## src/rtl/cpu_io_responder.sv

```systemverilog
// External-side endpoint of the CPU memory-mapped I/O port: DEPTH-entry output FIFO plus input holding register.
// Optional status word on CPUIn when IO_STATUS_EN is defined.
module cpu_io_responder #(
    parameter int unsigned DEPTH = 4,
    localparam int unsigned CW = $clog2(DEPTH) + 1
) (
    input  logic          CLK,
    input  logic          Reset,
    input  logic [31:0]   CPUOut,
    input  logic          OutStrobe,
    output logic [31:0]   CPUIn,
    input  logic          InTaken,
    output logic [31:0]   TxData,
    output logic          TxValid,
    input  logic          TxReady,
    input  logic [31:0]   RxData,
    input  logic          RxValid,
    output logic          RxReady,
    output logic          OutFull,
    output logic [CW-1:0] OutCount,
`ifdef IO_STATUS_EN
    input  logic          StatusSel,
`endif
    output logic          Overflow
);

    localparam int unsigned AW = (DEPTH > 1) ? $clog2(DEPTH) : 1;

    logic [31:0]   mem [DEPTH];
    logic [AW-1:0] wr_ptr;
    logic [AW-1:0] rd_ptr;
    logic          pop;
    logic          push;
    logic          rx_full;
    logic [31:0]   hold;
    logic          take;
    logic          capture;

    assign TxValid = (OutCount != '0);
    assign OutFull = (OutCount == CW'(DEPTH));
    assign TxData  = TxValid ? mem[rd_ptr] : '0;

    // A pop in the same cycle frees a slot, so a full FIFO still accepts.
    assign pop  = TxValid & TxReady;
    assign push = OutStrobe & (~OutFull | pop);

    always_ff @(posedge CLK or posedge Reset) begin
        if (Reset) begin
            wr_ptr   <= '0;
            rd_ptr   <= '0;
            OutCount <= '0;
            Overflow <= 1'b0;
            for (int unsigned i = 0; i < DEPTH; i++) begin
                mem[i] <= '0;
            end
        end else begin
            if (push) begin
                mem[wr_ptr] <= CPUOut;
                wr_ptr      <= wr_ptr + AW'(1);
            end
            if (pop) begin
                rd_ptr <= rd_ptr + AW'(1);
            end
            case ({push, pop})
                2'b10:   OutCount <= OutCount + CW'(1);
                2'b01:   OutCount <= OutCount - CW'(1);
                default: OutCount <= OutCount;
            endcase
            if (OutStrobe & ~push) begin
                Overflow <= 1'b1;
            end
        end
    end

`ifdef IO_STATUS_EN
    // A status read is not a data read, so it must not consume the held word.
    assign take = InTaken & ~StatusSel;
`else
    assign take = InTaken;
`endif

    assign RxReady = ~rx_full | take;
    assign capture = RxValid & RxReady;

    always_ff @(posedge CLK or posedge Reset) begin
        if (Reset) begin
            hold    <= '0;
            rx_full <= 1'b0;
        end else if (capture) begin
            hold    <= RxData;
            rx_full <= 1'b1;
        end else if (take) begin
            rx_full <= 1'b0;
        end
    end

`ifdef IO_STATUS_EN
    assign CPUIn = StatusSel ? {Overflow, 23'b0, rx_full, OutFull, 6'(OutCount)} : hold;
`else
    assign CPUIn = hold;
`endif

endmodule

```

## config.mk

```make
export PLATFORM = sky130hd
export DESIGN_NAME = cpu_io_responder
export DESIGN_NICKNAME = d
export VERILOG_FILES = /design/src/rtl/cpu_io_responder.sv
export SDC_FILE = /design/constraint.sdc
export NUM_CORES = 1
export LEC_CHECK = 0
export ABC_AREA = 0
export CORE_ASPECT_RATIO = 0.8
export CORE_UTILIZATION = 55
export CTS_CLUSTER_DIAMETER = 200
export DETAILED_ROUTE_END_ITERATION = 10
export DONT_BUFFER_PORTS = 1
export PLACE_DENSITY = 0.75
export SYNTH_ARGS = -nofsm -noshare
export SYNTH_HDL_FRONTEND = slang
export SYNTH_SLANG_ARGS = --single-unit
```

## constraint.sdc

```tcl
create_clock -name CLK -period 7.5 [get_ports CLK]
set_clock_uncertainty 0.2 [all_clocks]
set_input_delay 1.125 -clock CLK [delete_from_list [all_inputs] [get_ports CLK]]
set_output_delay 1.125 -clock CLK [all_outputs]
set_load 0.01 [all_outputs]
```

==> results of run 1 <==
[final cells by class]
class	count	area (sq um)	area share, %
repair buffers	3	22.5	0.275
well taps	175	219	2.68
clock inverters	12	115	1.41
flip-flops and latches	169	4230	51.7
clock buffers	20	467	5.70
inverters	8	35.0	0.428
multi-input cells	270	3090	37.8
[cells by family after synthesis]
family / after synthesis
and+or+nand+nor: 59
buffers and inverters: 37
xor gates and xnor gates: 5
AOI/OAI and AO/OA: 8
DFF: 169
adders and majority gates: 5
muxes: 193
[cell usage in the layout (no fill, tap or decap), types with 2 or more instances in the layout]
master	n
and2_1	32
nand2_1	7
buf_4	3
mux2_2	161
inv_6	4
nand2b_1	3
nor2_1	3
mux4_2	32
nor3b_1	2
clkbuf_8	3
dfrtp_2	2
dfrtp_1	167
clkinvlp_4	6
xnor2_1	4
ha_1	4
nor2_4	4
clkbuf_16	17
inv_1	7
[final timing paths]
kind                                              start                      end  slack, ns
worst max register to register  OutCount[1]$_DFFE_PP0P_  OutCount[2]$_DFFE_PP0P_       4.87
worst max-delay path              rd_ptr[0]$_DFFE_PP0P_               TxData[12]       3.88
min in group asynchronous                         Reset     CPUIn[5]$_DFFE_PP0P_       0.48
max in group asynchronous                         Reset    rd_ptr[0]$_DFFE_PP0P_       4.94
worst min register to register      mem[73]$_DFFE_PP0P_      mem[73]$_DFFE_PP0P_       0.30
worst min-delay path                mem[73]$_DFFE_PP0P_      mem[73]$_DFFE_PP0P_       0.30
[metrics by stage]
step / power (mW) / setup slack, ns / std cells / util (%) / hold WS [ns]
final: 3.81 / 3.88 / 657 / 62.4 / 0.303
after global routing: 4.02 / 3.73 / 657 / 62.4 / 0.311
after CTS: 3.86 / 3.81 / 657 / 62.4 / 0.306
after detailed placement: 2.99 / 4.25 / 625 / 58.0 / 0.291
after global placement: 2.92 / 4.30 / 625 / 58.0 / 0.284
after floorplan: 2.73 / 1.60 / 476 / - / 0.275
[registers in the layout (all words and copies together) (netlist names)]
signal and cells:
wr_ptr 2, rd_ptr 2, Overflow 1, rx_full 1, mem 128, CPUIn 32, OutCount 3
[layer usage]
layer / wire length, um / GRT usage [%]
met1: 6400 / 29.0
met2: 6870 / 32.9
met5: 0 / 0
met3: 773 / 5.96
met4: 99 / 6.40
[power groups by stage]
| stage | logic, mW | clock network, mW | registers (mW) |
|---|---|---|---|
| floorplan | 1.24 | 0 | 1.49 |
| global placement | 1.31 | 0 | 1.61 |
| detailed placement | 1.37 | 0 | 1.62 |
| CTS | 1.38 | 0.863 | 1.61 |
| global route | 1.46 | 0.899 | 1.67 |
| finish | 1.35 | 0.846 | 1.62 |
==> metrics, run 1 <==
most common cell in the netlist=dfrtp_1; ranking of synthesized cells by area=dfrtp_1, mux2_2, mux4_2; H-tree levels=4; minimum clock period=roughly 3.6 ns; max-cap violations=0; mux share of post-synthesis cell area=33.6%; initial antenna violation count=0; Skew-Pair Late Insertion Delay=between 0.4 and 0.5 ns; GPL Wtd Cong=0.750; Fin Setup TNS=0 ns; Post-layout nets=~540; global-route wire length before repair=22,600 um; Final setup viols=0; Critical Path RT=just over 6 ns; crit-path max FO=26; diodes inserted=0; startpoint types=flip-flop; WP depth=3; Slew HR=between 10% and 20%; post-layout instance area=a little over 8000 sq um; delay-heaviest family, CP=multiplexers; top post-synthesis cells by count=dfrtp_1, mux2_2, and2_1, mux4_2, buf_6; number of clock sinks=169; Logic pwr share=a little over a third; Synth warnings=0; Compound-Gate Fraction of Synth Area=less than 1%; Routed WL=about 14,000 um; core area=13,100 sq um; P per Cell Area=~470 nW/um^2; gr usage total=21.1%; CTS clk-pin slew, worst paths=approximately 0.06 ns; worst slew pin tran=roughly 1.2 ns; Top FF cell, synth=dfrtp_1; CTS Buf Count=17; Die ar.=~14,000 sq um; period utilization=between 40% and 50%; final hold viol count=0; top cell type's share of synthesized area=a little under three fifths; Post-synth EDFFs=0; WP data arrival=roughly 2.3 ns; cell count after synthesis=about 480; Resize count post-CTS=0; initial core utilization=57.5%; Die Ht=107 um; row cnt=37; crit path capture type=output pin; Synth Net Count=551; chip width=133 um; Cell variety after synth=33; cells on worst reg2reg path=7; worst vdd ir=between 0.2 and 0.25 mV; syn_area_per_cell=15.8 sq um; initial DRC count=138; DRC Markers=0; Antenna Nets Post-Route=0; outcome=completed; DP HPWL=slightly below 9000 um; vias in the first global route=between 4,000 and 5,000; Routed WL per cell=about 22 um; Hold Crit Depth=1; largest net degree at the start of global routing=87; Pint=~2.6 mW; fmax=0.276 GHz; IO Count=about 140; Root Buffer=clkbuf_16; largest family of logic cells by synthesized area=multiplexers; I/O Buffers=0; crit path cell chain=buf_4 > mux4_2 > and2_1; Layout area overhead=8.64%; Leak Pwr=between 3 and 4 nW; Reg power frac=42.4%; Synth async-reset ratio=100%; CTS tree=built; Placement Cell Area=7600 sq um; crit path kind=flip-flop to output pin; Post-Synth Adder-Cell Area=less than 1%; Hold Crit Class=flip-flop to flip-flop; CP max stage cell=mux4_2; CP max stage delay=a little under 0.6 ns; post-CTS setup buffer count=0; total grt overflow=0; Via Count=about 4,000; sequential share of the synthesized area=a little under three fifths; simple-gate share of the synthesized area=under 10%; Pre-Repair DR Iteration Count=4; Clock Power Share=~22%; Synth Area in XOR/XNOR=0.581%; Mapped Area=about 7500 sq um; fill cell count=978; cell taking the most area after synthesis=dfrtp_1; switching part of the total=between 30% and 40%; Max Transition Viols Final=0; DR vias/cell=approximately 6.0; Yosys reg bits=about 170; RSZ-0062 raised after global routing=false; layout cells sized above 1=between 40% and 50%; Clock Tree Buf Depth=2; Psw=roughly 1.2 mW; CTS Hold Bufs=0; CP Buf/Inv Count=1
Note: power is estimated with default switching activity, not from simulation.
==> run 2, diff against run 1 <==
==> constraint.sdc (replaced) <==
create_clock -name CLK -period 3.6 [get_ports CLK]
set_clock_uncertainty 0.2 [all_clocks]
set_input_delay 0.54 -clock CLK [delete_from_list [all_inputs] [get_ports CLK]]
set_output_delay 0.54 -clock CLK [all_outputs]
set_load 0.01 [all_outputs]
==> run 2 against run 1 <==
Effect of this change:
- via count shrank 0.71%
- utilization grew 1.2 points
- die area is the same
- global-route usage grew 0.56 points
- count of clock-buffer cells in the layout is the same
- critical path depth is the same
- clock power grew 140%
- hold slack lost 0.28 ns
- setup slack lost 3.1 ns
- cell count grew 1.2%
- largest cell class unchanged
==> metrics, run 2 (same netlist as run 1, synthesis figures left out) <==
worst slew pin tran=around 0.87 ns; chip width=around 130 um; largest net degree at the start of global routing=around 110; Skew-Pair Late Insertion Delay=approximately 0.42 ns; FF-to-FF Start=OutCount[1]$_DFFE_PP0P_; most common cell after layout, fill and taps aside=dfrtp_1; vias in the first global route=roughly 4,300; Post-layout nets=552; layout cells sized above 1=around 50%; Hold Crit Class=primary input to flip-flop; min-delay src=RxValid; RSZ-0062 raised after global routing=false; crit path kind=flip-flop to output pin; Slew HR=between 40% and 50%; initial DRC count=between 200 and 250; diodes inserted=0; max-cap violations=0; GPL Wtd Cong=between 0.7 and 0.8; row cnt=37; CTS Buf Count=17; outcome=completed; Routed WL per cell=roughly 21 um; Worst Setup SP=rd_ptr[0]$_DFFE_PP0P_; DR vias/cell=a little under 6; Post-Place Setup Slack=around 1.1 ns; gr usage total=21.7%; Largest Register=mem; global-route wire length before repair=around 23,000 um; worst vdd ir=around 0.61 mV; IO Count=between 100 and 150; Leak Pwr=between 3 and 4 nW; minimum clock period=2.86 ns; Largest register FFs=128; H-tree levels=4; Routed WL=13,900 um; Placement Cell Area=about 7700 sq um; crit-path max FO=23; crit path capture type=output pin; Pre-Repair DR Iteration Count=4; post-CTS setup buffer count=0; Root Buffer=clkbuf_16; Fin Setup TNS=0 ns; final hold viol count=0; Total Power=about 8.2 mW; P per Cell Area=around 980 nW/um^2; Antenna Nets Post-Route=0; WP data arrival=approximately 2.1 ns; fmax=0.349 GHz; CTS clk-pin slew, worst paths=0.06 ns; CP max stage cell=dfrtp_2; Die Ht=between 100 and 150 um; I/O Buffers=0; Final Util=a little under two thirds; Clock Tree Buf Depth=2; most frequent cells in the layout=dfrtp_1, mux2_2, mux4_2, and2_1, clkbuf_16; period utilization=around 80%; core area=approximately 13,000 sq um; Critical Path RT=~2.9 ns; total grt overflow=0; Final setup viols=0; crit path cell chain=buf_12 > mux4_2 > and2_1; DRC Markers=0; Max Transition Viols Final=0; Die ar.=roughly 14,000 sq um; startpoint types=flip-flop; DP HPWL=9090 um; CTS tree=built; Setup WS post-layout=approximately 0.74 ns; initial antenna violation count=0; initial core utilization=roughly 57%; Via Count=3,894; number of clock sinks=between 150 and 200; Layout area overhead=10.7%; CP max stage delay=around 0.66 ns; post-layout instance area=roughly 8300 sq um
[run 2: changes by cell type in the layout (fill, tap and decap cells not counted), sizes merged]
cell / delta
buf: +7
clkinv: +2
dlygate4sd3: +1
bufinv: +4
clkinvlp: -2
inv: -4
[run 2: final cells by class]
class	count	area, sq um
tap	175	219
clock buffer	20	457
sequential	169	4230
multi-input combinational	270	3090
timing repair buffer	11	110
fill	943	4760
inverter	8	33.8
clock inverter	12	196
[run 2: power breakdown]
group          switching (mW)  internal, mW  leakage [nW]  total, mW
registers               0.623          2.75          1.99       3.37
logic                    1.15          1.68          1.15       2.82
clock network           0.730          1.27         0.312       1.99
total                    2.50          5.69          3.45       8.19
[run 2: repair_timing]
item	CTS	global route
gates resized for setup	0	0
hold buffers	1	0
endpoints found under the hold margin	69	0
[run 2: metal layers]
metal / track usage [%] / part of all wire [%] / vias up
li1: - / - / 1705
met1: 30.0 / 46 / 2103
met2: 34.0 / 49 / 76
met3: 5.44 / 4.4 / 10
met4: 6.65 / 1.1 / 0
met5: 0 / 0 / -
[run 2: worst paths after layout]
kind / to / slack (ns) / cells past startpoint
setup / recovery: TxData[29] / 0.74 / 3
hold / removal: rx_full$_DFFE_PP0P_ / 0.03 / 1
setup reg to reg: mem[47]$_DFFE_PP0P_ / 1.25 / 4
hold reg to reg: mem[52]$_DFFE_PP0P_ / 0.30 / 1
max in group asynchronous: wr_ptr[1]$_DFFE_PP0P_ / 1.98 / 3
min in group asynchronous: CPUIn[20]$_DFFE_PP0P_ / 0.55 / 3
[run 2: per-stage QoR]
stage	cells	hold WS [ns]
floorplan	476	0.275
global placement	632	0.284
detailed placement	632	0.291
CTS	665	0.0109
global route	665	0.0108
finish	665	0.0262
[run 2: worst max-delay path: cells and delay by family (launching register included)]
kind | cells | cell delay (ns)
AND/OR/NAND/NOR | 1 | 0.21
multiplexers | 1 | 0.53
flip-flops | 1 | 0.66
buffers and inverters | 1 | 0.27
